$ cat src/rtl/sram_arb_pkg.sv
// Shared types and constants for the SRAM port arbiter.
// Provides FSM state enum, requester indices, read-tag struct, defaults.
package sram_arb_pkg;

   typedef enum logic {
      S_ARB_IDLE,
      S_ARB_BURST
   } arb_state_t;

   localparam int REQ_VGA = 0;
   localparam int REQ_M1  = 1;
   localparam int REQ_M2  = 2;

   localparam int DEF_NUM_REQ      = 3;
   localparam int DEF_READ_LATENCY = 2;
   localparam int TAG_ID_W         = 2;

   typedef struct packed {
      logic                valid;
      logic [TAG_ID_W-1:0] id;
   } arb_tag_t;

endpackage

$ cat src/rtl/sram_arb_rr_pick.sv
// Combinational circular priority picker: first set req from ptr upward.
// Ports: req_i (requests), ptr_i (start index), win_o (one-hot), any_o.
module sram_arb_rr_pick #(
   parameter int N  = 3,
   parameter int PW = 2
) (
   input  logic [N-1:0]  req_i,
   input  logic [PW-1:0] ptr_i,
   output logic [N-1:0]  win_o,
   output logic          any_o
);

   logic [PW-1:0] idx;

   always_comb begin
      win_o = '0;
      any_o = 1'b0;
      idx   = ptr_i;
      for (int k = 0; k < N; k++) begin
         if (!any_o && req_i[idx]) begin
            win_o[idx] = 1'b1;
            any_o      = 1'b1;
         end
         idx = (idx == PW'(N - 1)) ? '0 : idx + 1'b1;
      end
   end

endmodule

$ cat src/rtl/sram_port_arbiter.sv
// Round-robin burst arbiter sharing one SRAM port among requesters.
// Ports: clk_i, rst_i (async high); req_*_i per-requester command;
// gnt_o (comb), rvalid_o/rdata_o read return; SRAM_*_o registered port;
// SRAM_read_data_i. Define SRAM_ARB_VGA_PRIORITY_EN to give requester 0
// absolute priority over the round-robin.
module sram_port_arbiter
   import sram_arb_pkg::*;
#(
   parameter int NUM_REQ      = DEF_NUM_REQ,
   parameter int ADDR_W       = 18,
   parameter int DATA_W       = 16,
   parameter int MAX_BURST    = 8,
   parameter int READ_LATENCY = DEF_READ_LATENCY
) (
   input  logic                            clk_i,
   input  logic                            rst_i,
   input  logic [NUM_REQ-1:0]              req_i,
   input  logic [NUM_REQ-1:0]              req_we_n_i,
   input  logic [NUM_REQ-1:0][ADDR_W-1:0]  req_addr_i,
   input  logic [NUM_REQ-1:0][DATA_W-1:0]  req_wdata_i,
   output logic [NUM_REQ-1:0]              gnt_o,
   output logic [NUM_REQ-1:0]              rvalid_o,
   output logic [DATA_W-1:0]               rdata_o,
   output logic [ADDR_W-1:0]               SRAM_address_o,
   output logic [DATA_W-1:0]               SRAM_write_data_o,
   output logic                            SRAM_we_n_o,
   input  logic [DATA_W-1:0]               SRAM_read_data_i
);

   localparam int PW = (NUM_REQ > 1) ? $clog2(NUM_REQ) : 1;
   localparam int CW = $clog2(MAX_BURST + 1);
   localparam logic [CW-1:0] LAST = CW'(MAX_BURST - 1);

   arb_state_t    state_q, state_d;
   logic [PW-1:0] owner_q, owner_d;
   logic [PW-1:0] rr_q, rr_d;
   logic [CW-1:0] cnt_q, cnt_d;
   logic [ADDR_W-1:0] addr_q, addr_d;
   logic [DATA_W-1:0] wd_q, wd_d;
   logic              we_n_q, we_n_d;
   arb_tag_t          tag_q [READ_LATENCY+1];
   arb_tag_t          push;

   logic [NUM_REQ-1:0] pick_req;
   logic [NUM_REQ-1:0] win;
   logic               win_any;
   logic [PW-1:0]      win_idx;
   logic               acc;
   logic               leave;

`ifdef SRAM_ARB_VGA_PRIORITY_EN
   // VGA is handled outside the rotation, so mask it from the picker.
   assign pick_req = req_i & ~(NUM_REQ'(1) << REQ_VGA);
`else
   assign pick_req = req_i;
`endif

   sram_arb_rr_pick #(
      .N  (NUM_REQ),
      .PW (PW)
   ) u_pick (
      .req_i (pick_req),
      .ptr_i (rr_q),
      .win_o (win),
      .any_o (win_any)
   );

   always_comb begin
      win_idx = '0;
      for (int i = 0; i < NUM_REQ; i++) begin
         if (win[i]) win_idx = PW'(i);
      end
   end

   function automatic logic [PW-1:0] next_ptr(
      input logic [PW-1:0] own,
      input logic [PW-1:0] cur
   );
`ifdef SRAM_ARB_VGA_PRIORITY_EN
      if (own == PW'(REQ_VGA)) return cur;
      return (own == PW'(NUM_REQ - 1)) ? PW'(1) : own + 1'b1;
`else
      if (cur == own) begin end
      return (own == PW'(NUM_REQ - 1)) ? '0 : own + 1'b1;
`endif
   endfunction

   always_comb begin
      state_d = state_q;
      owner_d = owner_q;
      rr_d    = rr_q;
      cnt_d   = cnt_q;
      gnt_o   = '0;
      acc     = 1'b0;
      leave   = 1'b0;
      unique case (state_q)
         S_ARB_IDLE: begin
            if (|req_i) begin
               state_d = S_ARB_BURST;
               owner_d = win_idx;
`ifdef SRAM_ARB_VGA_PRIORITY_EN
               if (req_i[REQ_VGA] || !win_any)
                  owner_d = PW'(REQ_VGA);
`endif
            end
         end
         S_ARB_BURST: begin
            gnt_o[owner_q] = req_i[owner_q];
            acc = req_i[owner_q];
            if (!acc) begin
               leave = 1'b1;
            end else begin
               cnt_d = cnt_q + 1'b1;
               if (cnt_q == LAST) leave = 1'b1;
`ifdef SRAM_ARB_VGA_PRIORITY_EN
               if (req_i[REQ_VGA] && owner_q != PW'(REQ_VGA))
                  leave = 1'b1;
`endif
            end
            if (leave) begin
               state_d = S_ARB_IDLE;
               cnt_d   = '0;
               rr_d    = next_ptr(owner_q, rr_q);
            end
         end
         default: state_d = S_ARB_IDLE;
      endcase
   end

   always_comb begin
      addr_d = addr_q;
      wd_d   = wd_q;
      we_n_d = 1'b1;
      if (acc) begin
         addr_d = req_addr_i[owner_q];
         wd_d   = req_wdata_i[owner_q];
         we_n_d = req_we_n_i[owner_q];
      end
      push.valid = acc & req_we_n_i[owner_q];
      push.id    = TAG_ID_W'(owner_q);
   end

   always_ff @(posedge clk_i or posedge rst_i) begin
      if (rst_i) begin
         state_q <= S_ARB_IDLE;
         owner_q <= '0;
         rr_q    <= '0;
         cnt_q   <= '0;
         addr_q  <= '0;
         wd_q    <= '0;
         we_n_q  <= 1'b1;
         for (int i = 0; i <= READ_LATENCY; i++) tag_q[i] <= '0;
      end else begin
         state_q <= state_d;
         owner_q <= owner_d;
         rr_q    <= rr_d;
         cnt_q   <= cnt_d;
         addr_q  <= addr_d;
         wd_q    <= wd_d;
         we_n_q  <= we_n_d;
         tag_q[0] <= push;
         for (int i = 1; i <= READ_LATENCY; i++) tag_q[i] <= tag_q[i-1];
      end
   end

   // Last tag stage lines up with SRAM_read_data for that access.
   always_comb begin
      rvalid_o = '0;
      if (tag_q[READ_LATENCY].valid) rvalid_o[tag_q[READ_LATENCY].id] = 1'b1;
   end

   assign rdata_o           = SRAM_read_data_i;
   assign SRAM_address_o    = addr_q;
   assign SRAM_write_data_o = wd_q;
   assign SRAM_we_n_o       = we_n_q;

endmodule

$ cat config.mk
export PLATFORM = sky130hd
export DESIGN_NAME = sram_port_arbiter
export DESIGN_NICKNAME = d
export VERILOG_FILES = /design/src/rtl/sram_arb_pkg.sv /design/src/rtl/sram_arb_rr_pick.sv /design/src/rtl/sram_port_arbiter.sv
export SDC_FILE = /design/constraint.sdc
export NUM_CORES = 1
export LEC_CHECK = 0
export CAP_MARGIN = 15
export CORE_UTILIZATION = 28
export DETAILED_ROUTE_END_ITERATION = 6
export GPL_TIMING_DRIVEN = 1
export PLACE_DENSITY = 0.65
export SYNTH_ARGS = -nofsm -noshare
export SYNTH_HDL_FRONTEND = slang
export SYNTH_SLANG_ARGS = --single-unit
$ cat constraint.sdc
create_clock -name clk_i -period 1.8 [get_ports clk_i]
set_clock_uncertainty 0.2 [all_clocks]
set_input_delay 0.36 -clock clk_i [delete_from_list [all_inputs] [get_ports clk_i]]
set_output_delay 0.36 -clock clk_i [all_outputs]
set_load 0.01 [all_outputs]
After elaboration in Yosys (flattened, before gate mapping)
Cells that the tools add are included.

Register bits: 53. Output and inout bits: 57. Input bits: 126. Logic and storage cells: 96.

Reductions and logical operators: 14. Equal/unequal tests: 4. Mux-type cells: 46. Magnitude comparators: 10. Bitwise operators: 5. Add/sub/neg operators: 4.

Operators by type and width (count): $bmux W18 S2 (1); $bmux W16 S2 (1); $mux W1 (20); $mux W18 (1); $mux W16 (1); $lt A2 B3 Y1 const B (5); $mux W3 (5); $bmux W1 S2 (5); $demux W1 S2 (5); $ge A2 B1 Y1 const B (5); $mux W2 (4); $mux W4 (2); $logic_and A1 B1 Y1 (7); $add A2 B1 Y2 const B (3); $eq A2 B2 Y1 const B (3); $or A3 B3 Y3 (2); $reduce_and A2 Y1 (3); $add A4 B1 Y4 const B (1); $eq A4 B3 Y1 const B (1); $and A3 B3 Y3 (1); $reduce_or A3 Y1 (1); $logic_not A1 Y1 (2); $pmux W1 S2 (1); $reduce_bool A2 Y1 (1); 2 further kinds (2).

Logic depth before layout (Yosys ltp)
Gate-level depths: netlist (run 1).

Word-level depth: 12. Mapped depth: 7.

Hierarchy
Synthesis (run 1) repeated with hierarchy kept, for this count alone.

Cells, all modules: 245. Area, all modules: 3015.4 um^2.

By module, submodules not included: sram_port_arbiter (times used 1, area each 2942.8 um^2, cells an instance 232); sram_arb_rr_pick (times used 1, area each 72.6 um^2, cells an instance 13).

Least setup slack after synthesis (run 1)
Ideal clock, no wire load.

Kind: register -> register. From: register owner_q[1]. To: register rr_q[0]. Stages on the path, launching flop included: 5. Setup time: 0.125 ns. Period minus slack after synthesis: 1.785 ns. Slack: 0.015 ns. Path buffers: 0. Arrival: 1.461 ns. Required time: 1.475 ns. Cell sequence: dfrtp_1 -> mux2_4 -> a211oi_2 -> a21o_1 -> mux2_2.

Cells in the longest elaborated chain, start to end: 5. Elaborated cells on any way between the ends: 7. Classes of those cells: eq/ne (1); mux (5); reduce/logical (1).

RTL lines: start, declared (RTL line sram_port_arbiter.sv:35) `logic [PW-1:0] owner_q, owner_d;`; start signal, assigned (RTL line sram_port_arbiter.sv:155) `owner_q <= owner_d;`; $bmux W1 S2 (RTL line sram_port_arbiter.sv:109) `acc = req_i[owner_q];`; $mux W1 (not written as such) (RTL line sram_port_arbiter.sv:109); $mux W1 (RTL line sram_port_arbiter.sv:110) `if (!acc) begin`; $mux W1 (RTL line sram_port_arbiter.sv:96) `unique case (state_q)`; $reduce_and A2 Y1 (no line); end signal, assigned (RTL line sram_port_arbiter.sv:156) `rr_q <= rr_d;`; end, declared (RTL line sram_port_arbiter.sv:36) `logic [PW-1:0] rr_q, rr_d;`.

Several ways; a longest one is shown, not always the timed one. The select of a mux whose other input is x is not followed. A chain may end at the register's enable or synchronous reset.

Worst setup path after layout (run 1)
Ends and elaborated chain as after synthesis.

==> results.txt, run 1 <==
In this run the worst hold path is classified as input port to asynchronous set/reset pin. Across the run, the number of max-cap violations was 0. The later-pin clock latency in the skew report came out at 0.31 ns. The share of async-settable or async-resettable flops after synthesis is 100%.

The number of distinct library cells after synthesis is 36. In this run the clock root is driven by a sky130_fd_sc_hd__clkbuf_8. The part of the total power dissipated in sequential elements is 30.4%. Derived from the worst setup path, the maximum achievable clock frequency is 548 MHz.

The overall track demand over capacity in global routing came out at 16.6%. The count of pins on the block boundary came out at 183. The net switching fraction of the power is roughly 36%. The via count of the first global-routing pass came out at 2750. The final routed DRC violation total is 0. The number of placed cells counting well taps came out at 550. The initial antenna violation count was 0.

The pin count of the biggest net entering global routing came out at 40. Counting the buffers created by CTS gives 5. The count of final hold-check violations is 0. The post-synthesis cell area came out at 2730 µm². The number of max-slew violations in the final report was 0.

The pin slew with the least headroom to its limit came out at between 0.3 and 0.4 ns. The type of the worst setup path is flop to flop. Hold timing on the final database bottoms out at a slack of 0.116 ns. The share of power burned in combinational logic is 55.5%. The last weighted congestion value of the routability-driven placer is 0.849. The synthesis-stage register bit count came out at 53. The clock drives 53 sinks. The number of synthesized flops with an enable pin is 0.

The checks that failed: negative setup slack. The number of nets produced by synthesis came out at between 400 and 500. The cell leakage power came out at 2.47 nW.

In this run the tightest slew margin relative to its limit is 76.1%. The worst endpoint required time is 1.80 ns. The maximum level of the CTS H-tree is 2.

The area enclosed by the die boundary came out at 10200 µm². The TritonCTS clock tree is yes. The routed length per instance is 14.8 µm. The net count of the finished layout is 564. The largest voltage drop on the vdd net came out at between 500 and 600 µV. Dividing the final minimum period by the clock period gives 101%. The detail-routed via count per cell is 4.67. Setup repair after global routing could not meet its margin everywhere.

The cell area after placement came out at 4390 µm². The final setup violation count is 3. From left edge to right edge, the die measures 101 µm. The share of the Yosys chip area taken by registers is 48.6%. The post-route antenna net violation count came out at 0. STA classifies the critical path endpoint as a flop.

The post-route worst setup slack came out at -0.0252 ns. The switching power is 2.39 mW. The proportion of power drawn by the clock network came out at 14.2%. From synthesis to final layout, the design area changed by 73.7%. The post-route standard cell area excluding fillers came out at ~4700 µm². The total power came out at 6.65 mW. The synthesized design spends more area on one cell type than any other, namely sky130_fd_sc_hd__dfrtp_1.

The total wirelength of the detailed-routed design came out at 8.41 mm. The wire length of the first global-routing pass is 13.2 mm. The synthesized netlist devotes 16.9% of its cell area to compound gates. The effective utilization at floorplan came out at 29.3%. The areal power density over the cells came out at 1400 nW/µm². The largest fanout on the critical path is 4. The flow ran to the end, but the final reports show violations. The number of cells produced by synthesis is 281.

The via count came out at 2648. The top-area cell type share of the netlist area came out at between 40% and 50%. The post-detailed-placement half-perimeter wirelength is 6.54 mm. Ranked by total cell area, the synthesized netlist is headed by sky130_fd_sc_hd__dfrtp_1 (48%), sky130_fd_sc_hd__mux2i_1 (9.5%), sky130_fd_sc_hd__buf_4 (6.6%). The share of post-route cells with drive strength above 1 is 14.2%. During synthesis, Yosys emitted a total of 0 warnings. For the final routed database, the setup TNS stands at -0.0608 ns. STA classifies the critical path startpoint as a flop. After clock tree synthesis, the clock-pin slew on the worst setup and hold paths is 0.10 ns. Summed over all layers, the global routing overflow is 0. The cell row count is 35. After Yosys synthesis, XOR and XNOR cells account for 0.321% of the synthesized area. The cell with the most instances after synthesis is sky130_fd_sc_hd__dfrtp_1.

Sorting the synthesized cells by how often they occur yields sky130_fd_sc_hd__dfrtp_1 (52), sky130_fd_sc_hd__nand2_1 (47), sky130_fd_sc_hd__nor2_1 (32). For this run, the leading register cell type out of synthesis is sky130_fd_sc_hd__dfrtp_1. The core area is about 9300 µm².

The largest buffer count on any clock path came out at 2. The smallest clock period supported by the final layout is computed as approximately 1.8 ns. The number of fill cells in the layout is 867. After synthesis, the share of cell area in mux cells is between 10% and 20%. After synthesis, the largest family of logic cells by area is compound AO/OA/AOI/OAI gates. The first detailed-routing pass took 5 iterations. Averaged over all synthesized cells, the footprint is 9.72 µm². The arrival time at the worst endpoint came out at 1.83 ns. The count of port buffers added during placement is 150. The internal power summed over all cells came out at about 4.3 mW. The number of cells in the finished layout apart from fillers came out at 567. Of the total synthesized cell area, the portion taken by full adders, half adders and majority gates is 0.458%.

Of the total synthesized cell area, the portion taken by AND, OR, NAND and NOR gates is around 14%. The number of violations reported at the end of detailed-routing iteration 0 is 88. 0 antenna diodes ended up in the layout.

The die is approximately 100 µm tall.
registers in the layout, indices dropped and copies added, names as in the netlist:
| signal | cells |
|---|---|
| SRAM_address_o | 18 |
| SRAM_we_n_o | 1 |
| SRAM_write_data_o | 16 |
| cnt_q | 4 |
| owner_q | 2 |
| rr_q | 2 |
| state_q | 1 |
| tag_q | 9 |
worst paths after layout:
path,start,to,slack [ns],cells after the start
setup / recovery,owner_q[1]$_DFFE_PP0P_,rr_q[0]$_DFFE_PP0P_,-0.03,6
hold / removal,rst_i,SRAM_address_o[5]$_DFFE_PP0P_,0.12,2
setup reg to reg,owner_q[1]$_DFFE_PP0P_,rr_q[0]$_DFFE_PP0P_,-0.03,6
hold reg to reg,tag_q[5]$_DFF_PP0_,tag_q[2]$_DFF_PP0_,0.15,0
max in group asynchronous,rst_i,SRAM_we_n_o$_DFF_PP1_,0.82,3
min in group clk_i,tag_q[5]$_DFF_PP0_,tag_q[2]$_DFF_PP0_,0.15,0
metrics by stage:
step | utilization (%) | worst slack, ns
2_1_floorplan | - | 0.0146
3_3_place_gp | 47.0 | -0.515
3_5_place_dp | 47.0 | -0.549
4_1_cts | 48.9 | -0.0686
5_1_grt | 50.9 | -0.0844
6_report | 50.9 | -0.0252
routing by layer:
| layer | vias up | global-route usage [%] | routed length [µm] |
|---|---|---|---|
| li1 | 1283 | - | - |
| met1 | 1267 | 19.7 | 3400 |
| met2 | 87 | 30.3 | 4390 |
| met3 | 11 | 2.98 | 502 |
| met4 | 0 | 5.57 | 116 |
| met5 | - | 0 | 0 |
area by class of cell:
type                    instances  area, µm²  share of cell area (%)
repair buffers                183       1900                    40.0
multi-input cells             190       1200                    25.4
flip-flops and latches         53       1330                    28.0
well taps                     129        161                    3.40
inverters                       4       18.8                   0.396
clock buffers                   5       68.8                    1.45
clock inverters                 3       65.1                    1.37
power groups by stage:
stage	clock network, mW	logic, mW	registers, mW
after floorplan	0	1.68	2.17
after global placement	0	3.36	2.04
after detailed placement	0	3.43	2.06
after CTS	0.962	3.52	2.04
after global routing	1.02	4.03	2.10
final	0.942	3.69	2.02
cells in the final DEF, fill, tap and decap left out, types with 2 or more instances in the layout:
master / instances
sky130_fd_sc_hd__buf_4: 22
sky130_fd_sc_hd__o21ai_2: 2
sky130_fd_sc_hd__mux2_4: 3
sky130_fd_sc_hd__a221o_1: 5
sky130_fd_sc_hd__nor2_1: 30
sky130_fd_sc_hd__nand2_1: 46
sky130_fd_sc_hd__o21ai_0: 4
sky130_fd_sc_hd__clkdlybuf4s50_1: 109
sky130_fd_sc_hd__bufinv_16: 2
sky130_fd_sc_hd__inv_1: 3
sky130_fd_sc_hd__a222oi_1: 10
sky130_fd_sc_hd__clkbuf_8: 5
sky130_fd_sc_hd__mux2i_1: 26
sky130_fd_sc_hd__a21o_1: 2
sky130_fd_sc_hd__a21oi_1: 22
sky130_fd_sc_hd__buf_12: 4
sky130_fd_sc_hd__dfrtp_1: 50
sky130_fd_sc_hd__dlygate4sd2_1: 7
sky130_fd_sc_hd__buf_6: 6
sky130_fd_sc_hd__dfrtp_2: 2
sky130_fd_sc_hd__dlymetal6s2s_1: 30
sky130_fd_sc_hd__and3b_1: 3
sky130_fd_sc_hd__buf_2: 2
sky130_fd_sc_hd__o21ai_1: 16
cells by family (layout without fill, tap and decap cells):
family / count (synthesis) / after routing
multiplexers: 29 / 29
AO/OA/AOI/OAI: 69 / 69
AND/OR/NAND/NOR: 90 / 90
flip-flops: 53 / 53
buffers and inverters: 38 / 195
adder cells (fa/ha/maj): 1 / 1
XOR/XNOR: 1 / 1
worst max-delay path: stages, from the launching register on:
cell,delay (ns)
sky130_fd_sc_hd__dfrtp_2,0.42
sky130_fd_sc_hd__buf_6,0.12
sky130_fd_sc_hd__buf_6,0.09
sky130_fd_sc_hd__and3b_1,0.17
sky130_fd_sc_hd__a211oi_2,0.22
sky130_fd_sc_hd__a21o_1,0.19
sky130_fd_sc_hd__mux2_4,0.31
repair_timing:
item	4_1_cts	5_1_grt
gates resized for setup	26	63
hold buffers	0	0
setup endpoints to repair	49	72
gates cloned	0	2
pin swaps	2	3
setup buffers	5	2
Power figures use the tool's default switching activity.
==> run 2, diff against run 1 <==
--- a/config.mk
+++ b/config.mk
@@ -10,6 +10,9 @@
 export DETAILED_ROUTE_END_ITERATION = 6
 export GPL_TIMING_DRIVEN = 1
 export PLACE_DENSITY = 0.65
+export RECOVER_POWER = 100
+export SKIP_LAST_GASP = 1
+export SLEW_MARGIN = 20
 export SYNTH_ARGS = -nofsm -noshare
 export SYNTH_HDL_FRONTEND = slang
 export SYNTH_SLANG_ARGS = --single-unit
==> results.txt, run 2 (same netlist as run 1, synthesis figures left out) <==
The areal power density over the cells is 1390 nW/µm² (-0.62%). The post-route antenna net violation count was 0 (unchanged). The flip-flop count of the largest register, all copies and words added came out at 18 (unchanged).

The share of post-route cells with drive strength above 1 came to 14.5% (+0.36 points). The wire length of the first global-routing pass is 13.2 mm (-0.16%). The area enclosed by the die boundary came out at 10200 µm² (unchanged). The final clock period utilization by the worst path came to 102% (+0.46 points). STA classifies the critical path endpoint as a flop. TritonCTS built the clock tree. The share of the core filled with cells is 51.2% (+0.32 points).

The run finished, with violations left. The number of violations reported at the end of detailed-routing iteration 0 is 103 (+17%). The via count is 2645 (-0.11%).

The core area is 9330 µm² (unchanged). The switching power came out at 2.39 mW (about the same). The antenna diode count came out at 0 (unchanged). The worst setup path is of the flop to flop kind. The sum of overflow across all layers after global routing came out at 0 (unchanged).

The proportion of power drawn by the clock network is 14.2% (about the same). The effective utilization at floorplan is 29.3% (unchanged). The root buffer cell chosen for the clock tree is sky130_fd_sc_hd__clkbuf_8. The worst setup path is launched from a flop. The pin count of the biggest net entering global routing was 40 (unchanged). The clock transition at the registers of the reported paths came out at 0.10 ns (about the same). Setup repair after global routing could not meet its margin everywhere.

The final setup violation count is 4 (+1). The clock sink total is 53 (unchanged). The via count of the first global-routing pass is 2741 (-0.33%). The post-layout minimum cycle time is 1.83 ns (+0.00836 ns). The worst slew margin relative to its limit came out at 68.9% (-7.2 points). The maximum level of the CTS H-tree came out at 2 (unchanged). The post-detailed-placement half-perimeter wirelength was 6.54 mm (unchanged). The internal power summed over all cells is 4.26 mW (about the same). The routed length per instance is 15.0 µm (+0.95%).

The most common library cell in the layout ignoring fill and taps is sky130_fd_sc_hd__clkdlybuf4s50_1. The cell row count came to 35 (unchanged). The initial antenna violation count is 0 (unchanged). The final reports fail on negative setup slack.

The last weighted congestion value of the routability-driven placer came out at 0.849 (unchanged). The total number of nets in the final design is 567 (+0.53%). The number of fill cells in the layout was 871 (+0.46%).

The setup TNS came to -0.0850 ns (-0.0241 ns). The final-layout worst hold slack is 0.155 ns (+0.0397 ns). The share of power burned in combinational logic was 55.3% (-0.2 points). Leaving out fill and tap cells, the most frequent cells in the layout are sky130_fd_sc_hd__clkdlybuf4s50_1 (108), sky130_fd_sc_hd__dfrtp_1 (50), sky130_fd_sc_hd__nand2_1 (47).

The maximum clock frequency is 545 MHz (-0.46%). The net switching fraction of the power is 35.9% (about the same). The number of placed cells counting well taps came out at 550 (unchanged). The largest fanout on the critical path is 4 (unchanged). The count of TritonRoute iterations in the first routing pass came out at 4 (-1).

The later-pin clock latency in the skew report came out at 0.31 ns (about the same). The largest buffer count on any clock path came out at 2 (unchanged). The largest voltage drop on the vdd net is 524 µV (+0.94%).

The post-route worst setup slack came to -0.0335 ns (-0.00836 ns). The number of max-slew violations in the final report came out at 0 (unchanged). The worst endpoint required time is 1.80 ns (about the same). The cell leakage power is 2.49 nW (+0.77%). The count of port buffers added during placement came out at 150 (unchanged). The die outline width came out at 101 µm (unchanged).

The number of cells in the finished layout apart from fillers is 570 (+0.53%). The total wirelength of the detailed-routed design is 8.54 mm (+1.5%). The part of the total power dissipated in sequential elements came out at 30.4% (about the same).

In this run the worst hold path is classified as flop to flop. The overall track demand over capacity in global routing is 16.6% (about the same). The detail-routed via count per cell came out at 4.64 (-0.64%). The CTS buffer count is 5 (unchanged).

The count of final hold-check violations is 0 (unchanged). The vertical extent of the die is 101 µm (unchanged). The pin slew with the least headroom to its limit is 0.466 ns (+0.108 ns). The synthesis-to-finish area growth came out at 74.8%.

The final routed DRC violation total is 0 (unchanged). The number of max-capacitance violations reported is 0 (unchanged). The count of pins on the block boundary is 183 (unchanged). The total of hold buffers inserted after clock tree synthesis is 0 (unchanged). The arrival time at the worst endpoint came out at 1.84 ns (about the same).
[run 2: changes by cell type in the layout (fill, tap and decap cells not counted), sizes merged]
cell and delta:
clkdlybuf4s50 -1, dlygate4sd3 +1, clkbuf +3
[run 2: final cells by class]
class,count,area [µm²],share of cell area [%]
clock buffer,5,68.8,1.44
timing repair buffer,186,1930,40.5
inverter,4,16.3,0.341
sequential,53,1330,27.9
clock inverter,3,65.1,1.36
tap,129,161,3.38
multi-input combinational,190,1200,25.1
[run 2: worst max-delay path, cell delays in order (launching register included)]
cell	delay (ns)
sky130_fd_sc_hd__dfrtp_2	0.42
sky130_fd_sc_hd__buf_6	0.12
sky130_fd_sc_hd__buf_6	0.09
sky130_fd_sc_hd__and3b_1	0.17
sky130_fd_sc_hd__a211oi_2	0.22
sky130_fd_sc_hd__a21o_1	0.19
sky130_fd_sc_hd__mux2_4	0.31
[run 2: final timing paths]
kind	to	cells past startpoint	slack (ns)	start
worst min register to register	tag_q[2]$_DFF_PP0_	0	0.16	tag_q[5]$_DFF_PP0_
worst max-delay path	rr_q[0]$_DFFE_PP0P_	6	-0.03	owner_q[1]$_DFFE_PP0P_
min in group asynchronous	SRAM_address_o[5]$_DFFE_PP0P_	2	0.23	rst_i
worst min-delay path	tag_q[2]$_DFF_PP0_	0	0.16	tag_q[5]$_DFF_PP0_
worst max register to register	rr_q[0]$_DFFE_PP0P_	6	-0.03	owner_q[1]$_DFFE_PP0P_
max in group asynchronous	owner_q[0]$_DFFE_PP0P_	3	0.41	rst_i
[run 2: routing by layer]
metal	up-vias	GRT usage, %	wire (µm)
li1	1289	-	-
met3	9	2.98	405
met4	0	5.57	98
met2	70	30.2	4490
met5	-	0	0
met1	1277	19.7	3550
[run 2: power by group through the flow]
stage	combinational, mW	sequential, mW	clock [mW]
finish	3.68	2.03	0.946
global route	4.02	2.11	1.02
CTS	3.51	2.04	0.962
detailed placement	3.43	2.06	0
global placement	3.36	2.04	0
floorplan	1.68	2.17	0
[run 2: repair_timing]
item / CTS / global route
hold endpoints to repair: 0 / 0
resized for setup: 22 / 54
cloned: 0 / 4
setup buffers: 5 / 3
endpoints found under the setup margin: 49 / 72
pin swaps: 1 / 10
[run 2: metrics by stage]
stage | power, mW | area, µm² | setup WS, ns
after floorplan | 3.85 | 2740 | 0.0146
after global placement | 5.40 | 4390 | -0.515
after detailed placement | 5.49 | 4390 | -0.549
after CTS | 6.51 | 4570 | -0.118
after global routing | 7.14 | 4770 | -0.0844
final | 6.66 | 4770 | -0.0335
==> run 3, diff against run 2 <==
--- a/config.mk
+++ b/config.mk
@@ -9,7 +9,7 @@
 export CORE_UTILIZATION = 28
 export DETAILED_ROUTE_END_ITERATION = 6
 export GPL_TIMING_DRIVEN = 1
-export PLACE_DENSITY = 0.65
+export PLACE_DENSITY_LB_ADDON = 0.2
 export RECOVER_POWER = 100
 export SKIP_LAST_GASP = 1
 export SLEW_MARGIN = 20
==> results.txt, run 3 (same netlist as run 1, synthesis figures left out) <==
The number of violations reported at the end of detailed-routing iteration 0 came out at 104 (+0.97%). The arrival time at the worst endpoint is 1.94 ns (+0.10 ns). The number of buffer and inverter instances along the worst setup path came out at 4 (+2). The type of the worst setup path is flop to flop. The detail-routed via count per cell is 4.65 (+0.14%). The category of cells accounting for the largest share of critical-path delay is buffers and inverters. The cell seen most often among critical-path stages is sky130_fd_sc_hd__buf_6. The post-route worst setup slack was -0.101 ns (-0.0671 ns). The count of pins on the block boundary came to 183 (unchanged). The cell with the biggest individual delay on the critical path is sky130_fd_sc_hd__dfrtp_2.

TritonCTS built the clock tree. The final routed DRC violation total came out at 0 (unchanged). The cell depth of the worst flop-to-flop path was 7 (+1). The areal power density over the cells is 1440 nW/µm² (+3.1%). The tightest min-delay check is of the flop to flop type. The number of max-slew violations in the final report is 0 (unchanged). The critical path goes through buf_6 -> mux2_4 -> buf_6 -> a21oi_4 -> buf_12 -> clkbuf_16 -> a221o_1. The effective utilization at floorplan was 29.3% (unchanged). CTS placed an instance of sky130_fd_sc_hd__clkbuf_8 at the clock tree root. The share of the core filled with cells came out at 51.4% (+0.24 points).

The run finished, with violations left. The routed length per instance is 15.2 µm (+1.8%). The cell row count is 35 (unchanged). The flip-flop count of the largest register, all copies and words added is 18 (unchanged). The antenna diode count came out at 0 (unchanged). The cell leakage power is 2.14 nW (-14%). The number of stages on the worst hold path is 0 (unchanged). The post-layout minimum cycle time is 1.90 ns (+0.0671 ns). The initial antenna violation count came out at 0 (unchanged). The final clock period utilization by the worst path came out at 106% (+3.7 points). The pin slew with the least headroom to its limit came out at 0.643 ns (+0.177 ns). The worst setup path is captured at a flop. The worst slew margin relative to its limit came out at 56.9% (-12 points).

The later-pin clock latency in the skew report came out at 0.30 ns (about the same). The last weighted congestion value of the routability-driven placer is 0.820 (-3.5%). The largest buffer count on any clock path is 2 (unchanged). In this run the critical register-to-register path is launched from owner_q[1]$_DFFE_PP0P_. The count of port buffers added during placement is 150 (unchanged). The worst stage delay on the critical path is 0.45 ns (+0.03 ns). The worst endpoint required time is 1.84 ns (+0.04 ns).

The worst flop-to-flop path endpoint is SRAM_address_o[5]$_DFFE_PP0P_. The clock sink total came out at 53 (unchanged). Setup repair after global routing could not meet its margin everywhere. The multi-input combinational cell area came out at 1250 µm² (+4.5%). The count of TritonRoute iterations in the first routing pass is 4 (unchanged).

The maximum level of the CTS H-tree is 2 (unchanged). The number of max-capacitance violations reported came out at 0 (unchanged). The area enclosed by the die boundary is 10200 µm² (unchanged). The maximum clock frequency came out at 526 MHz (-3.5%). The count of final hold-check violations is 0 (unchanged).

The final setup violation count came out at 32 (+28). The path with the worst hold slack has its endpoint at tag_q[0]$_DFF_PP0_. The total number of nets in the final design came out at 572 (+0.88%). The largest fanout on the critical path is 8 (+4). The total power is 6.90 mW (+3.6%). The post-detailed-placement half-perimeter wirelength is 6.42 mm (-1.8%).

The top cell types in the final layout, fill and taps aside, are sky130_fd_sc_hd__clkdlybuf4s50_1 (115), sky130_fd_sc_hd__dfrtp_1 (50), sky130_fd_sc_hd__nor2_1 (31). The sum of overflow across all layers after global routing came out at 0 (unchanged). The sequential standard cell area is 1330 µm² (unchanged). The total wirelength of the detailed-routed design came to 8.77 mm (+2.7%). The core area is 9330 µm² (unchanged). The final reports fail on negative setup slack. The wire length of the first global-routing pass came out at 13.5 mm (+2.0%).

STA classifies the critical path startpoint as a flop. The number of fill cells in the layout came to 912 (+4.7%). The overall track demand over capacity in global routing was 17.3% (+0.63 points).

The via count was 2672 (+1.0%). The setup slack of the worst register-to-register path came out at -0.10 ns (-0.07 ns). The hold path startpoint is tag_q[3]$_DFF_PP0_.

The vertical extent of the die is 101 µm (unchanged). The die outline width is 101 µm (unchanged). The post-route antenna net violation count was 0 (unchanged). The share of post-route cells with drive strength above 1 is 19.7% (+5.2 points). The via count of the first global-routing pass was 2741 (unchanged). The largest voltage drop on the vdd net is 595 µV (+13%). The pin count of the biggest net entering global routing was 24 (-40%). The total of hold buffers inserted after clock tree synthesis came out at 0 (unchanged).

The synthesis-to-finish area growth is 75.6%. The most common library cell in the layout ignoring fill and taps is sky130_fd_sc_hd__clkdlybuf4s50_1. The CTS buffer count is 5 (unchanged). The clock transition at the registers of the reported paths is 0.09 ns (about the same).
-- run 3: cell types whose count changed in the layout (fill, tap and decap cells not counted), moves of 4 or more --
cell	before	now
sky130_fd_sc_hd__clkdlybuf4s25_1	0	23
sky130_fd_sc_hd__nand2_1	47	28
sky130_fd_sc_hd__nand2_2	0	18
sky130_fd_sc_hd__buf_2	4	0
sky130_fd_sc_hd__clkdlybuf4s50_1	108	115
sky130_fd_sc_hd__o21ai_0	19	3
sky130_fd_sc_hd__dlymetal6s2s_1	30	0
sky130_fd_sc_hd__o21ai_1	2	15
-- run 3: layout make-up --
| cell class | count | area share (%) |
|---|---|---|
| repair buffers | 191 | 40.3 |
| flip-flops and latches | 53 | 27.7 |
| multi-input cells | 190 | 26.1 |
| well taps | 129 | 3.37 |
| clock buffers | 7 | 2.01 |
| inverters | 4 | 0.339 |
| clock inverters | 1 | 0.104 |
-- run 3: worst max-delay path by stage --
stage	slack (ns)	depth (start not counted)	start	endpoint
after CTS	-0.14	2	owner_q[0]$_DFFE_PP0P_	gnt_o[1]
after global placement	-0.54	3	req_i[1]	gnt_o[1]
after global routing	-0.17	8	owner_q[1]$_DFFE_PP0P_	SRAM_address_o[10]$_DFFE_PP0P_
final	-0.10	7	owner_q[1]$_DFFE_PP0P_	SRAM_address_o[5]$_DFFE_PP0P_
after floorplan	0.01	4	owner_q[1]$_DFFE_PP0P_	rr_q[0]$_DFFE_PP0P_
after detailed placement	-0.55	3	req_i[1]	gnt_o[1]
-- run 3: power breakdown --
group	switching [mW]	internal, mW
Sequential	0.341	1.73
Combinational	1.85	2.25
Clock	0.373	0.348
Total	2.56	4.34
-- run 3: layer usage --
layer  vias up  routed length [µm]  part of all wire (%)  global-route usage, %
met3        16                 374                   4.3                   2.98
met2        72                4630                    53                   32.1
met1      1286                3640                    42                   20.0
met4         0                 119                   1.4                   5.57
li1       1298                   -                     -                      -
met5         -                   0                     0                      0
-- run 3: what timing repair did --
action / 4_1_cts / 5_1_grt
cloned: 3 / 2
pin swaps: 3 / 21
gates resized for setup: 31 / 80
buffers inserted: 12 / 4
hold endpoints to repair: 0 / 0
endpoints found under the setup margin: 48 / 67
-- run 3: stage by stage --
step	instance area [µm²]	setup slack (ns)	setup TNS (ns)	hold WS, ns	std cells
after global placement	4390	-0.543	-17.81	0.135	549
final	4800	-0.101	-2.34	0.153	575
after detailed placement	4390	-0.554	-18.88	0.135	549
after CTS	4710	-0.137	-2.74	0.155	572
after global routing	4800	-0.170	-4.93	0.163	575
after floorplan	2740	0.0146	0	0.131	281
